### src/rtl/pipelined_adder.sv
// pipelined_adder: N-bit add/sub/adc/sbc unit with the carry chain split into
// SEG-bit segments, one segment resolved per pipeline stage. Optional signed
// saturation; Z/N/C/V flags; tag carried alongside each op. Valid/ready
// handshake with a single global advance: the whole pipe moves or holds.

module pipelined_adder #(
  parameter int N     = 24,
  parameter int SEG   = 8,
  parameter int TAG_W = 4
) (
  input  logic             clk,
  input  logic             rst_n,
  input  logic             in_valid,
  output logic             in_ready,
  input  logic [N-1:0]     A,
  input  logic [N-1:0]     B,
  input  logic [1:0]       op,
  input  logic             c_in,
  input  logic             sat,
  input  logic [TAG_W-1:0] in_tag,
  output logic             out_valid,
  input  logic             out_ready,
  output logic [N-1:0]     R,
  output logic             Z_flag,
  output logic             N_flag,
  output logic             C_flag,
  output logic             V_flag,
  output logic [TAG_W-1:0] out_tag
);

  localparam int STAGES = (N + SEG - 1) / SEG;
  // Width of the top segment; may be narrower than SEG.
  localparam int W_LAST = N - (STAGES - 1) * SEG;

  // Global advance: every stage moves together, bubbles included.
  logic adv;
  assign adv      = !out_valid || out_ready;
  assign in_ready = adv;

  // vld_chain[k] is the valid bit entering stage k; vld_chain[STAGES] is the
  // output register's valid.
  logic [STAGES:1] vld_pipe;
  logic [STAGES:0] vld_chain;
  assign vld_chain = {vld_pipe, in_valid};
  assign out_valid = vld_chain[STAGES];

  // Operand conditioning: bit 0 of op selects subtract, bit 1 selects the
  // external carry.
  logic [N-1:0] b_eff;
  logic         cin0;
  assign b_eff = op[0] ? ~B : B;
  assign cin0  = op[1] ? c_in : op[0];

  // Valid shift register; in-flight ops vanish on reset.
  always_ff @(posedge clk or negedge rst_n) begin
    if (!rst_n)   vld_pipe <= '0;
    else if (adv) vld_pipe <= vld_chain[STAGES-1:0];
  end

  for (genvar k = 0; k < STAGES; k++) begin : g_stg
    localparam int LO = k * SEG;
    localparam int W  = (k == STAGES - 1) ? W_LAST : SEG;
    // Upper B_eff bits not yet consumed when entering this stage.
    localparam int UW = N - LO;

    // acc: A with the already-resolved low segments replaced by sum bits.
    logic [N-1:0]     acc_in;
    logic [UW-1:0]    bx_in;
    logic             cy_in;
    logic             sat_in;
    logic [TAG_W-1:0] tag_in;
    logic [W-1:0]     sum;
    logic             cout;
    logic [N-1:0]     acc_nxt;

    if (k == 0) begin : g_src
      assign acc_in = A;
      assign bx_in  = b_eff;
      assign cy_in  = cin0;
      assign sat_in = sat;
      assign tag_in = in_tag;
    end else begin : g_src
      assign acc_in = g_stg[k-1].g_mid.acc_q;
      assign bx_in  = g_stg[k-1].g_mid.bx_q;
      assign cy_in  = g_stg[k-1].g_mid.cy_q;
      assign sat_in = g_stg[k-1].g_mid.sat_q;
      assign tag_in = g_stg[k-1].g_mid.tag_q;
    end

    pipelined_adder_seg #(.W(W)) u_seg (
      .a    (acc_in[LO +: W]),
      .b    (bx_in[W-1:0]),
      .cin  (cy_in),
      .sum  (sum),
      .cout (cout)
    );

    // Splice this stage's sum segment into the accumulator word.
    always_comb begin
      acc_nxt          = acc_in;
      acc_nxt[LO +: W] = sum;
    end

    if (k < STAGES - 1) begin : g_mid
      logic [N-1:0]      acc_q;
      logic [UW-SEG-1:0] bx_q;
      logic              cy_q;
      logic              sat_q;
      logic [TAG_W-1:0]  tag_q;

      // Stage register; payload needs no reset since the valid bit gates it.
      always_ff @(posedge clk) begin
        if (adv) begin
          acc_q <= acc_nxt;
          bx_q  <= bx_in[UW-1:SEG];
          cy_q  <= cout;
          sat_q <= sat_in;
          tag_q <= tag_in;
        end
      end
    end else begin : g_fin
      // A's sign bit is still intact in acc_in; B_eff's sign is the top of bx_in.
      logic         a_sgn;
      logic         b_sgn;
      logic         v;
      logic [N-1:0] res;
      assign a_sgn = acc_in[N-1];
      assign b_sgn = bx_in[UW-1];
      assign v     = (a_sgn == b_sgn) && (acc_nxt[N-1] != a_sgn);
      assign res   = (sat_in && v) ? (a_sgn ? {1'b1, {(N-1){1'b0}}} : {1'b0, {(N-1){1'b1}}})
                                   : acc_nxt;

      // Output register: loads only real ops, holds across stalls and bubbles.
      always_ff @(posedge clk or negedge rst_n) begin
        if (!rst_n) begin
          R       <= '0;
          Z_flag  <= 1'b0;
          N_flag  <= 1'b0;
          C_flag  <= 1'b0;
          V_flag  <= 1'b0;
          out_tag <= '0;
        end else if (adv && vld_chain[k]) begin
          R       <= res;
          Z_flag  <= (res == '0);
          N_flag  <= res[N-1];
          C_flag  <= cout;
          V_flag  <= v;
          out_tag <= tag_in;
        end
      end
    end
  end

endmodule

// One carry-chain segment: W-bit add with carry in/out.
module pipelined_adder_seg #(
  parameter int W = 8
) (
  input  logic [W-1:0] a,
  input  logic [W-1:0] b,
  input  logic         cin,
  output logic [W-1:0] sum,
  output logic         cout
);
  assign {cout, sum} = {1'b0, a} + {1'b0, b} + {{W{1'b0}}, cin};
endmodule
### config.mk
export PLATFORM = sky130hd
export DESIGN_NAME = pipelined_adder
export DESIGN_NICKNAME = d
export VERILOG_FILES = /design/src/rtl/pipelined_adder.sv
export SDC_FILE = /design/constraint.sdc
export NUM_CORES = 1
export LEC_CHECK = 0
export ABC_AREA = 1
export BUFFER_PORTS_ARGS = -buffer_cell sky130_fd_sc_hd__buf_4
export CAP_MARGIN = 20
export CORE_AREA = 8 8 112 114
export DETAILED_ROUTE_END_ITERATION = 7
export DIE_AREA = 0 0 120 122
export PLACE_DENSITY = 0.85
export RECOVER_POWER = 50
export SYNTH_ARGS = -nofsm -noshare
export SYNTH_HDL_FRONTEND = slang
export SYNTH_SLANG_ARGS = --single-unit
### constraint.sdc
create_clock -name clk -period 2.8 [get_ports clk]
set_input_delay 0.28 -clock clk [delete_from_list [all_inputs] [get_ports clk]]
set_output_delay 0.28 -clock clk [all_outputs]
set_load 0.05 [all_outputs]
# After elaboration in Yosys (flattened, before gate mapping)
# Index checks and enable logic that the tools add are counted.
# op_classes
eq_ne	2
n_reduce_logical	6
muxes	4
n_bitwise	1
add_sub_neg	6
# op_table
cell	n
2-to-1 mux 24 bit	3
adder 8 x 8 -> 9 bit	3
adder 9 x 1 -> 9 bit	3
logical NOT 24 bit	1
inverter 24 bit	1
logical AND 1 bit	3
equality test 1 bit	1
logical NOT 1 bit	1
logical OR 1 bit	1
2-to-1 mux 1 bit	1
inequality test 1 bit	1
# totals
output_inout_bits	34
reg_bits	119

# Longest topological paths before layout
# depth
depth_word	7
depth_mapped	13

# Cells and area by module
# Synthesis repeated with hierarchy kept, for this count alone.
# unflattened
cells_unflattened	474
area_unflattened_um2	5432.7
# modules_own_cells
mod	seq_area_each_um2	instances	cells_each	area_per_inst_um2
pipelined_adder	3373.2	1	297	4317.9
pipelined_adder_seg at g_stg[0].u_seg ...	0.0	2	59	384.1
pipelined_adder_seg at g_stg[2].u_seg	0.0	1	59	346.6

# Worst setup path after synthesis
# Ideal clock, no wire load.
# synth_path
path_kind	flip-flop to flip-flop
from	reg vld_pipe[3] in the netlist's numbering
to	reg g_stg[0].g_mid.acc_q[0] (enable)
path_buffers	0
arrival_ns	2.673
path_slack_ns	-0.328
setup_ns	0.454
stages_incl_launch_ff	4
period_less_slack_ns	3.128
path_cell_list	dfrtp_1 -> inv_1 -> nor2_1 -> inv_1
# synth_via
elab_chain_cells	2
# synth_rtl
item	line_no	source
start, declared	42	logic [STAGES:1] vld_pipe;
start signal, assigned	57	else if (adv) vld_pipe <= vld_chain[STAGES-1:0];
logical NOT 1 bit	37	assign adv = !out_valid || out_ready;
logical OR 1 bit	37	
named net in_ready	14	output logic in_ready,
end signal, assigned	114	acc_q <= acc_nxt;
end, declared	105	logic [N-1:0] acc_q;
# The timed path passes the listed nets, and every way through them passes these cells.
# A chain may end at the register's enable or synchronous reset.

# Final worst setup path
# layout_path
from	reg g_stg[1].g_mid.acc_q[16]
to	reg Z_flag
# layout_via
elab_chain_cells	7
# layout_rtl
item	line_no	source
start, declared	105	
start signal, assigned	114	
adder 8 x 8 -> 9 bit (*)	166	assign {cout, sum} = {1'b0, a} + {1'b0, b} + {{W{1'b0}}, cin};
adder 9 x 1 -> 9 bit (*)	166	
inequality test 1 bit	129	assign v = (a_sgn == b_sgn) && (acc_nxt[N-1] != a_sgn);
logical AND 1 bit	129	
logical AND 1 bit	130	assign res = (sat_in && v) ? (a_sgn ? {1'b1, {(N-1){1'b0}}} : {1'b0, {(N-1){1'b1}}})
2-to-1 mux 24 bit (*)	130	
logical NOT 24 bit (*)	144	Z_flag <= (res == '0);
end signal, assigned	144	
end, declared	24	output logic Z_flag,
# Every way passes the cells marked *; elsewhere a longest branch is shown, timed or not.

==> impl.org <==
** Routing
- The routed layout has 3416 vias.
- Wirelength per Cell :: 14.95 µm
- Total routed wirelength :: 10.54 mm
- For this run, the detailed router's first-pass iteration total came to 7.
- Dividing the detail-routed via count by the number of cells gives 4.845.
- In the routed design, unresolved DRC markers number 0.
- Detail Route Antenna Nets :: 0
- The detailed router finished its first iteration with 226 violations.

** Synthesis
- Synthesized Nets :: 511
- Yosys mapped the design onto 34 distinct sky130hd cell types.
- For this run, the register share of the synthesized area comes to 0.6456.
- Primary FF master, synth :: edfxtp_1
- Synthesis handed over a netlist of 424 instances.
- Flip-flop and latch count after synthesis :: 118
- In this run the cell area of the synthesized design comes to 5225 µm².
- A synthesized cell averages 12.32 µm².
- Share of flip-flops with an asynchronous set or reset :: 0.2881
- Number of enable-type register cells in the synthesized netlist :: 84
- Yosys printed 0 warnings.

** Setup path
- In this run the critical register-to-register path is launched from g_stg[1].g_mid.acc_q[16].
- Startpoint types :: flip-flop
- Crit Path Category :: reg -> reg
- The critical path starts at g_stg[1].g_mid.acc_q[16].
- Data on the critical path arrives at its endpoint at 2.94 ns.
- Nature of the critical path endpoint :: flip-flop
- In this run the worst path has a maximum fanout of 30.
- The number of cells on the worst reg-to-reg path is 12.
- Minimum setup slack among reg-to-reg paths :: 0.29 ns
- The endpoint identified for the worst register-to-register timing path is Z_flag.
- STA puts the critical path data required time at 3.24 ns.

** Hold path
- Hold wc startpoint :: B[17]
- Endpoint with the worst hold slack :: g_stg[0].g_mid.bx_q[9]
- Class of the tightest hold or removal check :: in -> reg
- Hold path depth :: 2

** CTS
- Total of hold buffers inserted after clock tree synthesis :: 23
- Once the clock tree was built, the resizer swapped 0 gates to a different size.
- Sink Count :: 118
- TritonCTS built the clock tree.
- In this run the post-CTS setup repair buffer count came out at 0.
- Number of buffers created by CTS :: 17
- The longest clock path from root to sink contains 2 buffers.
- Worst-skew pair later-pin latency :: 0.51 ns
- Deepest level of the CTS H-tree :: 4
- Cell at the root of the clock tree :: clkbuf_8
- Clock-pin slew reported for the worst setup and hold paths after clock tree synthesis :: 0.05 ns

** Timing
- The hold violation count in the final report is 0.
- Setup violators final :: 0
- Dividing the final minimum period by the clock period gives 0.8956.
- Sum of negative setup slack :: 0 ns
- Largest clock skew in the final design :: 0.01270 ns
- Slew Limit Fails :: 35
- In this run the tightest slew margin relative to its limit is -0.2169.
- The worst path meets setup with 0.2924 ns of slack.
- Slew at the pin closest to its max-slew limit :: 1.825 ns
- Static timing analysis puts the maximum clock frequency at 398.8 MHz.
- The smallest clock period supported by the final layout is computed as 2.508 ns.
- Setup repair after global routing left no endpoint under its margin.

** Floorplanning
- The total area inside the core boundary comes to 10700 µm².
- Starting density of the core :: 0.4884
- Measured along the y axis, the die boundary spans 122 µm.
- The die is 120 µm wide.
- Cell row count :: 38
- Boundary Pins :: 94
- Die Area :: 14640 µm²

** Global route
- Entering global routing, the biggest net connects 37 pins.
- The initial antenna violation count was 0.
- Vias in the first global route :: 3587
- Global-route total usage across every layer :: 0.1517
- Global-route wire length before repair :: 17.24 mm
- Summed over all layers, the global routing overflow is 0.

** Run
- Across the run, the number of max-cap violations was 1.

** Power
- Across the VDD grid, the largest voltage drop is 0.7311 mV.
- Power density over cell area :: 1132 nW/µm²
- Leakage component of the power :: 0.002987 µW

** Placement
- Routability-driven placement finished with a final weighted congestion of 0.7945.
- Placed wire-length estimate after detailed placement :: 7.317 mm
- During placement, the flow inserted port buffers numbering 93.
- Worst slack at placement :: 0.3631 ns

** Finish
- The top cell types in the final layout, fill and taps aside, are 84 x edfxtp_1, 72 x nand2_1, 46 x buf_4, 38 x nor2_1, 36 x clkbuf_1.
- Measured on the finished design, the core utilization comes to 0.6349.
- Final net count :: 639
- Diode insertion count for antenna repair :: 0
- Synthesis-to-finish area growth :: 29.98%
- Commonest non-fill, non-tap cell in the layout :: edfxtp_1
- Fraction of final layout cells sized beyond drive strength 1 :: 0.1912

** Status
- Failing checks :: max-capacitance violations, max-slew violations
- The run finished, with violations left.
-- worst max-delay path, cell delays in order (launching register included) --
cell and delay (ns):
edfxtp_1 0.43, fa_1 0.51, nand2_1 0.11, nand2_1 0.11, nand3_2 0.12, nand2_2 0.10, nand2_4 0.09, nand4_4 0.32
o21ai_0 0.24, nand2_1 0.09, nor2_1 0.13, nand4_1 0.11, nand2_1 0.07
-- metal layers --
layer	share of wire	GRT usage	up-vias
met5	0	0	-
met3	0.047	0.04257	10
met2	0.53	0.2710	108
li1	-	-	1702
met4	0.013	0.06948	0
met1	0.41	0.1650	1596
-- worst max-delay path by stage --
stage	end	slack, ns	depth (start not counted)
after floorplan	g_stg[0].g_mid.acc_q[0]	0.03	3
after global placement	g_stg[0].g_mid.cy_q	0.45	10
after detailed placement	g_stg[0].g_mid.cy_q	0.36	10
after CTS	Z_flag	0.40	12
after global routing	Z_flag	0.12	12
final	Z_flag	0.29	12
-- kinds of logic after synthesis --
kind of cell / synth area share
muxes: 0.001916
AOI/OAI and AO/OA: 0.05699
and+or+nand+nor: 0.1118
DFF: 0.6456
xor gates and xnor gates: 0.06705
buffers and inverters: 0.04334
adders and majority gates: 0.07328
-- flip-flops by register name (all words and copies together) (netlist names) --
signal	count
vld_pipe	3
out_tag	4
C_flag	1
g_stg.g_mid.tag_q	8
V_flag	1
g_stg.g_mid.cy_q	2
g_stg.g_mid.sat_q	2
g_stg.g_mid.bx_q	24
R	24
Z_flag	1
g_stg.g_mid.acc_q	48
-- final cells by class --
class                   count  area, µm²
clock buffers              27      566.8
clock inverters             5      51.30
fillers                   822       3906
inverters                  38      146.4
multi-input cells         255       1628
flip-flops and latches    118       3374
well taps                 140      175.2
repair buffers            122      849.6
-- Yosys cell counts (3+ instances only) --
master	instances	area, µm²
nand2_1	72	270.3
nand3_1	10	50.05
ha_1	21	262.8
dfrtp_1	34	850.8
nor2_1	39	146.4
nand4_1	5	31.28
buf_6	3	33.78
edfxtp_1	84	2522
clkbuf_1	3	11.26
inv_1	36	135.1
xnor2_1	5	43.79
xor2_1	35	306.5
fa_1	6	120.1
a31oi_1	7	43.79
o21ai_0	13	65.06
a21oi_1	25	125.1
buf_2	4	20.02
-- report_power, final --
part / total [µW] / internal (µW) / leakage (µW) / switching (µW)
sequential: 2830 / 2570 / 0.00124 / 269
combinational: 2680 / 732 / 0.00144 / 1950
clock: 2180 / 1460 / 0.000309 / 719
total: 7690 / 4760 / 0.00299 / 2940
-- stage by stage --
stage / std cells / area (µm²) / power [µW] / hold WS (ns)
floorplan: 424 / 5230 / 4852 / -0.01559
global placement: 650 / 6067 / 5576 / 0.2383
detailed placement: 650 / 6067 / 5672 / 0.2507
CTS: 705 / 6915 / 7917 / 0.03854
global route: 705 / 6792 / 8132 / 0.04327
finish: 705 / 6792 / 7691 / 0.07148
Power figures use the tool's default switching activity.
